<file path="src/rtl/sm_controller.sv">
// -----------------------------------------------------------------------------
// sm_controller
//   Control unit for the Simple RISC Machine datapath. It holds the
//   instruction register, decodes its fields, and sequences the datapath
//   load/select/write strobes through a multi-cycle Moore FSM.
//
// Parameters
//   DATA_W     : datapath width; sximm5/sximm8 are sign-extended to it (>= 16)
//   START_EDGE : 0 = start whenever s is high in WAIT,
//                1 = start only on a rising edge of s
//
// Optional feature
//   SM_ILLEGAL_TRAP_EN : when defined, an illegal instruction parks the FSM in
//                        TRAP (err = 1, w = 0) until reset. When undefined,
//                        an illegal instruction runs as a no-op and err pulses
//                        for the following WAIT cycle.
//
// Ports
//   clk       in   clock, rising edge
//   reset     in   asynchronous active-low reset
//   s         in   start request
//   load      in   instruction register load enable (honoured only in WAIT)
//   in[15:0]  in   instruction word
//   w         out  idle in WAIT, ready for s
//   err       out  illegal-instruction flag
//   nsel[2:0] out  one-hot register select: 001 Rm, 010 Rd, 100 Rn
//   readnum   out  register-file read index
//   writenum  out  register-file write index
//   loada/loadb/loadc/loads  out  datapath register loads
//   asel/bsel out  ALU operand selects
//   vsel[1:0] out  write-back mux select (00 C, 10 sximm8)
//   write     out  register-file write enable
//   ALUop     out  ir[12:11]
//   shift     out  ir[4:3], forced to 00 for MOV immediate
//   sximm5    out  sign-extended ir[4:0]
//   sximm8    out  sign-extended ir[7:0]
// -----------------------------------------------------------------------------
module sm_controller #(
   parameter int DATA_W     = 16,
   parameter int START_EDGE = 0
) (
   input  logic              clk,
   input  logic              reset,
   input  logic              s,
   input  logic              load,
   input  logic [15:0]       in,
   output logic              w,
   output logic              err,
   output logic [2:0]        nsel,
   output logic [2:0]        readnum,
   output logic [2:0]        writenum,
   output logic              loada,
   output logic              loadb,
   output logic              loadc,
   output logic              loads,
   output logic              asel,
   output logic              bsel,
   output logic [1:0]        vsel,
   output logic              write,
   output logic [1:0]        ALUop,
   output logic [1:0]        shift,
   output logic [DATA_W-1:0] sximm5,
   output logic [DATA_W-1:0] sximm8
);

   typedef enum logic [2:0] {
      ST_WAIT   = 3'd0,
      ST_DECODE = 3'd1,
      ST_GETA   = 3'd2,
      ST_GETB   = 3'd3,
      ST_EXEC   = 3'd4,
      ST_WREG   = 3'd5,
      ST_WIMM   = 3'd6,
      ST_TRAP   = 3'd7
   } state_t;

   typedef struct packed {
      logic       w;
      logic [2:0] nsel;
      logic       loada;
      logic       loadb;
      logic       loadc;
      logic       loads;
      logic       asel;
      logic       bsel;
      logic [1:0] vsel;
      logic       write;
   } ctrl_t;

   // {opcode, op} codes
   localparam logic [4:0] CODE_MOV_IMM = 5'b110_10;
   localparam logic [4:0] CODE_MOV_REG = 5'b110_00;
   localparam logic [4:0] CODE_ADD     = 5'b101_00;
   localparam logic [4:0] CODE_CMP     = 5'b101_01;
   localparam logic [4:0] CODE_AND     = 5'b101_10;
   localparam logic [4:0] CODE_MVN     = 5'b101_11;

`ifdef SM_ILLEGAL_TRAP_EN
   localparam state_t ILLEGAL_DEST = ST_TRAP;
`else
   localparam state_t ILLEGAL_DEST = ST_WAIT;
`endif

   // Reset/idle output image: w high, every strobe low
   localparam ctrl_t CTRL_IDLE = ctrl_t'(14'b1_000_0000_00_00_0);

   state_t      state;
   state_t      next_state;
   logic [15:0] ir;
   logic [15:0] ir_next;
   logic        s_prev;
   logic        start;
   logic [4:0]  code;
   ctrl_t       ctrl;
   ctrl_t       ctrl_next;
   logic [2:0]  regnum_next;
   logic        err_next;

   function automatic logic is_legal(input logic [4:0] cd);
      case (cd)
         CODE_MOV_IMM, CODE_MOV_REG, CODE_ADD,
         CODE_CMP, CODE_AND, CODE_MVN: is_legal = 1'b1;
         default:                      is_legal = 1'b0;
      endcase
   endfunction

   // Moore strobe image for a given state; cd only refines EXEC
   function automatic ctrl_t ctrl_for(input state_t st, input logic [4:0] cd);
      ctrl_t c;
      c = ctrl_t'(14'b0);
      case (st)
         ST_WAIT: c.w = 1'b1;
         ST_GETA: begin
            c.nsel  = 3'b100;
            c.loada = 1'b1;
         end
         ST_GETB: begin
            c.nsel  = 3'b001;
            c.loadb = 1'b1;
         end
         ST_EXEC: begin
            c.loadc = 1'b1;
            c.asel  = (cd == CODE_MOV_REG) || (cd == CODE_MVN);
            c.loads = (cd == CODE_CMP);
         end
         ST_WREG: begin
            c.nsel  = 3'b010;
            c.vsel  = 2'b00;
            c.write = 1'b1;
         end
         ST_WIMM: begin
            c.nsel  = 3'b100;
            c.vsel  = 2'b10;
            c.write = 1'b1;
         end
         default: c = ctrl_t'(14'b0);
      endcase
      return c;
   endfunction

   // Register index picked by the one-hot nsel
   function automatic logic [2:0] reg_sel(input logic [2:0] sel, input logic [15:0] instr);
      case (sel)
         3'b001:  reg_sel = instr[2:0];
         3'b010:  reg_sel = instr[7:5];
         3'b100:  reg_sel = instr[10:8];
         default: reg_sel = 3'b000;
      endcase
   endfunction

   assign code = ir[15:11];

   // Start qualification: level or rising edge of s
   always_comb begin
      start = 1'b0;
      if (START_EDGE != 0) begin
         start = s & ~s_prev;
      end else begin
         start = s;
      end
   end

   // IR only accepts a new word while idle so a running instruction is safe
   always_comb begin
      ir_next = ir;
      if (load && (state == ST_WAIT)) begin
         ir_next = in;
      end else begin
         ir_next = ir;
      end
   end

   // Next-state logic
   always_comb begin
      next_state = state;
      case (state)
         ST_WAIT: begin
            if (start) begin
               next_state = ST_DECODE;
            end else begin
               next_state = ST_WAIT;
            end
         end
         ST_DECODE: begin
            if (!is_legal(code)) begin
               next_state = ILLEGAL_DEST;
            end else begin
               case (code)
                  CODE_MOV_IMM: next_state = ST_WIMM;
                  CODE_MOV_REG: next_state = ST_GETB;
                  CODE_MVN:     next_state = ST_GETB;
                  default:      next_state = ST_GETA;
               endcase
            end
         end
         ST_GETA: next_state = ST_GETB;
         ST_GETB: next_state = ST_EXEC;
         ST_EXEC: begin
            if (code == CODE_CMP) begin
               next_state = ST_WAIT;
            end else begin
               next_state = ST_WREG;
            end
         end
         ST_WREG: next_state = ST_WAIT;
         ST_WIMM: next_state = ST_WAIT;
`ifdef SM_ILLEGAL_TRAP_EN
         ST_TRAP: next_state = ST_TRAP;
`else
         ST_TRAP: next_state = ST_WAIT;
`endif
         default: next_state = ST_WAIT;
      endcase
   end

   // Outputs are computed for the state being entered and registered, so the
   // registered copy always matches the Moore image of the current state.
   always_comb begin
      ctrl_next   = ctrl_for(next_state, ir_next[15:11]);
      regnum_next = reg_sel(ctrl_next.nsel, ir_next);
`ifdef SM_ILLEGAL_TRAP_EN
      err_next    = (next_state == ST_TRAP);
`else
      // err is high for the single WAIT cycle after an illegal decode
      err_next    = (state == ST_DECODE) && !is_legal(code);
`endif
   end

   // State, instruction register and start-edge history
   always_ff @(posedge clk or negedge reset) begin
      if (!reset) begin
         state  <= ST_WAIT;
         ir     <= 16'h0000;
         s_prev <= 1'b0;
      end else begin
         state  <= next_state;
         ir     <= ir_next;
         s_prev <= s;
      end
   end

   // Registered control outputs
   always_ff @(posedge clk or negedge reset) begin
      if (!reset) begin
         ctrl     <= CTRL_IDLE;
         readnum  <= 3'b000;
         writenum <= 3'b000;
         err      <= 1'b0;
      end else begin
         ctrl     <= ctrl_next;
         readnum  <= regnum_next;
         writenum <= regnum_next;
         err      <= err_next;
      end
   end

   assign w     = ctrl.w;
   assign nsel  = ctrl.nsel;
   assign loada = ctrl.loada;
   assign loadb = ctrl.loadb;
   assign loadc = ctrl.loadc;
   assign loads = ctrl.loads;
   assign asel  = ctrl.asel;
   assign bsel  = ctrl.bsel;
   assign vsel  = ctrl.vsel;
   assign write = ctrl.write;

   // Instruction-field outputs are straight wiring of the IR register
   assign ALUop  = ir[12:11];
   assign shift  = (code == CODE_MOV_IMM) ? 2'b00 : ir[4:3];
   assign sximm5 = {{(DATA_W-5){ir[4]}}, ir[4:0]};
   assign sximm8 = {{(DATA_W-8){ir[7]}}, ir[7:0]};

endmodule

</file>
<file path="config.mk">
export PLATFORM = sky130hd
export DESIGN_NAME = sm_controller
export DESIGN_NICKNAME = d
export VERILOG_FILES = /design/src/rtl/sm_controller.sv
export SDC_FILE = /design/constraint.sdc
export NUM_CORES = 1
export LEC_CHECK = 0
export BUFFER_PORTS_ARGS = -buffer_cell sky130_fd_sc_hd__buf_2
export CORE_ASPECT_RATIO = 0.6
export CORE_UTILIZATION = 45
export CTS_BUF_LIST = sky130_fd_sc_hd__clkbuf_16
export CTS_CLUSTER_DIAMETER = 50
export DETAILED_ROUTE_END_ITERATION = 7
export GPL_TIMING_DRIVEN = 0
export PLACE_DENSITY_LB_ADDON = 0.1
export SLEW_MARGIN = 5
export SYNTH_ARGS = -nofsm -noshare
export SYNTH_HDL_FRONTEND = slang
export SYNTH_SLANG_ARGS = --single-unit
</file>
<file path="constraint.sdc">
create_clock -name clk -period 6 [get_ports clk]
set_clock_uncertainty 0.2 [all_clocks]
set_input_delay 0.6 -clock clk [delete_from_list [all_inputs] [get_ports clk]]
set_output_delay 0.6 -clock clk [all_outputs]
set_load 0.02 [all_outputs]
</file>
==> results by group <==
Status
  – Outcome: complete, no violations

Final layout
  – # nets final: 252
  – ANT cells: 0
  – Area Overhead vs Synth: 35.3%
  – Layout cells sized above 1: 0.562
  – Final Util: 0.667
  – Final Cell Area: between 2000 and 2500 um2
  – Most common cell after layout, fill and taps aside: buf_2
  – Most frequent cells in the layout: buf_2 (73), buf_4 (40), dfrtp_1 (33), inv_1 (11), mux2_2 (7)

Logic synthesis
  – Synthesized cell area: between 1500 and 2000 um2
  – YS warnings: 0
  – Syn Inst Count: 151
  – Avg Inst Size Synth: ~11 um2
  – Netlist cell types: 33
  – Synthesis-stage register bit count: 34
  – Synth Flop Type: dfrtp_1
  – Post-synth EDFFs: 0
  – Async SR Flop Fraction: 1.00
  – Post-synthesis sequential area ratio: 0.505

Drt
  – Drt initial violations: 39
  – Post-Route WL: ~3600 um
  – Via count: around 1,300
  – DR pass1 iterations: 4
  – Vias per cell: around 4.7
  – Post-DRT Antenna Nets: 0
  – DRC: 0
  – WL/cell: about 13 um

Die
  – I/O pin count: 76
  – Die W: approximately 81 um
  – Die Y: between 40 and 50 um
  – Area of the die: about 4000 um2
  – Site Rows: 16
  – Starting Density: 0.493
  – Core ar.: roughly 3400 um2

Setup path
  – Critical Path Source Type: flop
  – CP Data Arrival Time: roughly 1.8 ns
  – WS Path Type: reg -> out
  – CP Max Fanout: 6
  – R2R cell count: 6
  – Worst R2R Setup Slack: around 3.7 ns
  – FF-to-FF Start: state[1]
  – Crit. End Element: output port
  – CP required: around 5.2 ns
  – Capturing point of the worst reg2reg path: writenum[1]

Global routing
  – Largest net degree at the start of global routing: 35
  – First-pass GRT wire length: 5590 um
  – Initial antenna violation count: 0
  – Vias in the first global route: ~1,200
  – Grt total ovfl: 0
  – GRT Util Overall: 0.193

CTS
  – Post_cts resized: 0
  – Clock sink count: 34
  – Setup repair bufs after CTS: 0
  – Root buffer cell: clkbuf_16
  – TritonCTS clock tree: yes
  – Clk buf depth: 2
  – Hold buffers post-CTS: 0
  – Worst-path clk slew: 0.05 ns
  – Worst-skew pair later-pin latency: approximately 0.28 ns
  – CTS Buf Count: 5
  – H-tree depth: 2

Place
  – Placer Congestion: approximately 0.83
  – HPWL after DPL: between 2000 and 3000 um
  – Placed inst area: about 2100 um2
  – Port bufs: between 70 and 80
  – Worst slack at placement: about 3.6 ns

Timing
  – Final hold violation count: 0
  – Count of pins over their slew limit: 0
  – Slew HR: 0.507
  – Tmin final: around 2.6 ns
  – Final setup violation count: 0
  – Least-Margin Pin Slew: 0.739 ns
  – Achievable Freq: between 0.3 and 0.4 GHz
  – RSZ-0062 raised after global routing: false
  – PnR worst setup slack: ~3.4 ns
  – Final period util: 0.426
  – Setup TNS: 0 ns

Run
  – Max_cap viols: 0

Power
  – Pwr dens: approximately 680 nW/um2
  – Power Total: roughly 1.6 mW
  – Max VDD drop: 0.391 mV
  – Leakage: 1.27 nW

Worst hold path
  – Hold Path Class: in -> async
==> layer usage <==
metal | share of wire | routed length, um | track usage | vias to the layer above
li1 | - | - | - | 624
met1 | 0.46 | 1630 | 0.244 | 609
met2 | 0.44 | 1550 | 0.297 | 63
met3 | 0.088 | 312 | 0.0636 | 10
met4 | 0.020 | 72 | 0.0952 | 0
met5 | 0 | 0 | 0 | -
==> flip-flops by register name, indices dropped and copies added (netlist names), 3 cells and up <==
signal / count
ir: 16
nsel: 3
state: 3
writenum: 3
==> per-stage QoR <==
stage	hold slack [ns]	std cells
floorplan	0.104	152
global placement	0.259	270
detailed placement	0.267	270
CTS	0.210	278
global route	0.245	278
finish	0.184	278
==> logic make-up (layout without fill, tap and decap cells) <==
logic type	Yosys count	in the layout	share of synthesized area
compound gates	16	16	0.0645
buf+inv	53	134	0.207
flops	34	34	0.505
mux	16	16	0.102
other cells	1	2	0.00222
simple gates	31	31	0.119
==> layout make-up <==
type / count / area, um2
buffer: 42 / 308
fill: 286 / 1140
inverter: 11 / 41.3
sequential: 34 / 852
multi-input combinational: 65 / 490
timing repair buffer: 73 / 365
clock inverter: 3 / 45.0
tap: 45 / 56.3
clock buffer: 5 / 125
==> where the power goes <==
group          total, mW  internal (mW)  switching, mW
Sequential         0.414          0.329         0.0854
Clock              0.290          0.195         0.0943
Combinational      0.853          0.386          0.467
Total               1.56          0.910          0.647
==> synthesized netlist by cell type (all sizes together) (2+ instances only) <==
cell	count	area share
nand2b	2	0.0074
o211ai	2	0.0089
nand2	6	0.013
a21oi	2	0.0059
and4b	2	0.012
nor2b	2	0.0074
nor4b	3	0.028
dfrtp	33	0.49
clkbuf	2	0.0044
mux2i	6	0.036
and2	4	0.015
o21ai	5	0.015
buf	40	0.18
mux2	10	0.067
o221ai	3	0.016
nor2	6	0.013
inv	11	0.024
==> critical path, stage by stage (launching register included) <==
cell	delay, ns
dfrtp_1	0.43
nor3b_1	0.47
nand3_1	0.23
and2_1	0.20
buf_2	0.15
==> worst max path at each step <==
stage / from / endpoint / slack, ns / cells past startpoint
6_report: ir[14] / shift[1] / 3.44 / 4
5_1_grt: ir[11] / shift[0] / 3.36 / 4
4_1_cts: ir[11] / shift[1] / 3.45 / 4
3_5_place_dp: load / writenum[1] / 3.63 / 6
3_3_place_gp: load / writenum[1] / 3.67 / 6
2_1_floorplan: load / writenum[1] / 3.96 / 5
Note: power is estimated with default switching activity, not from simulation.
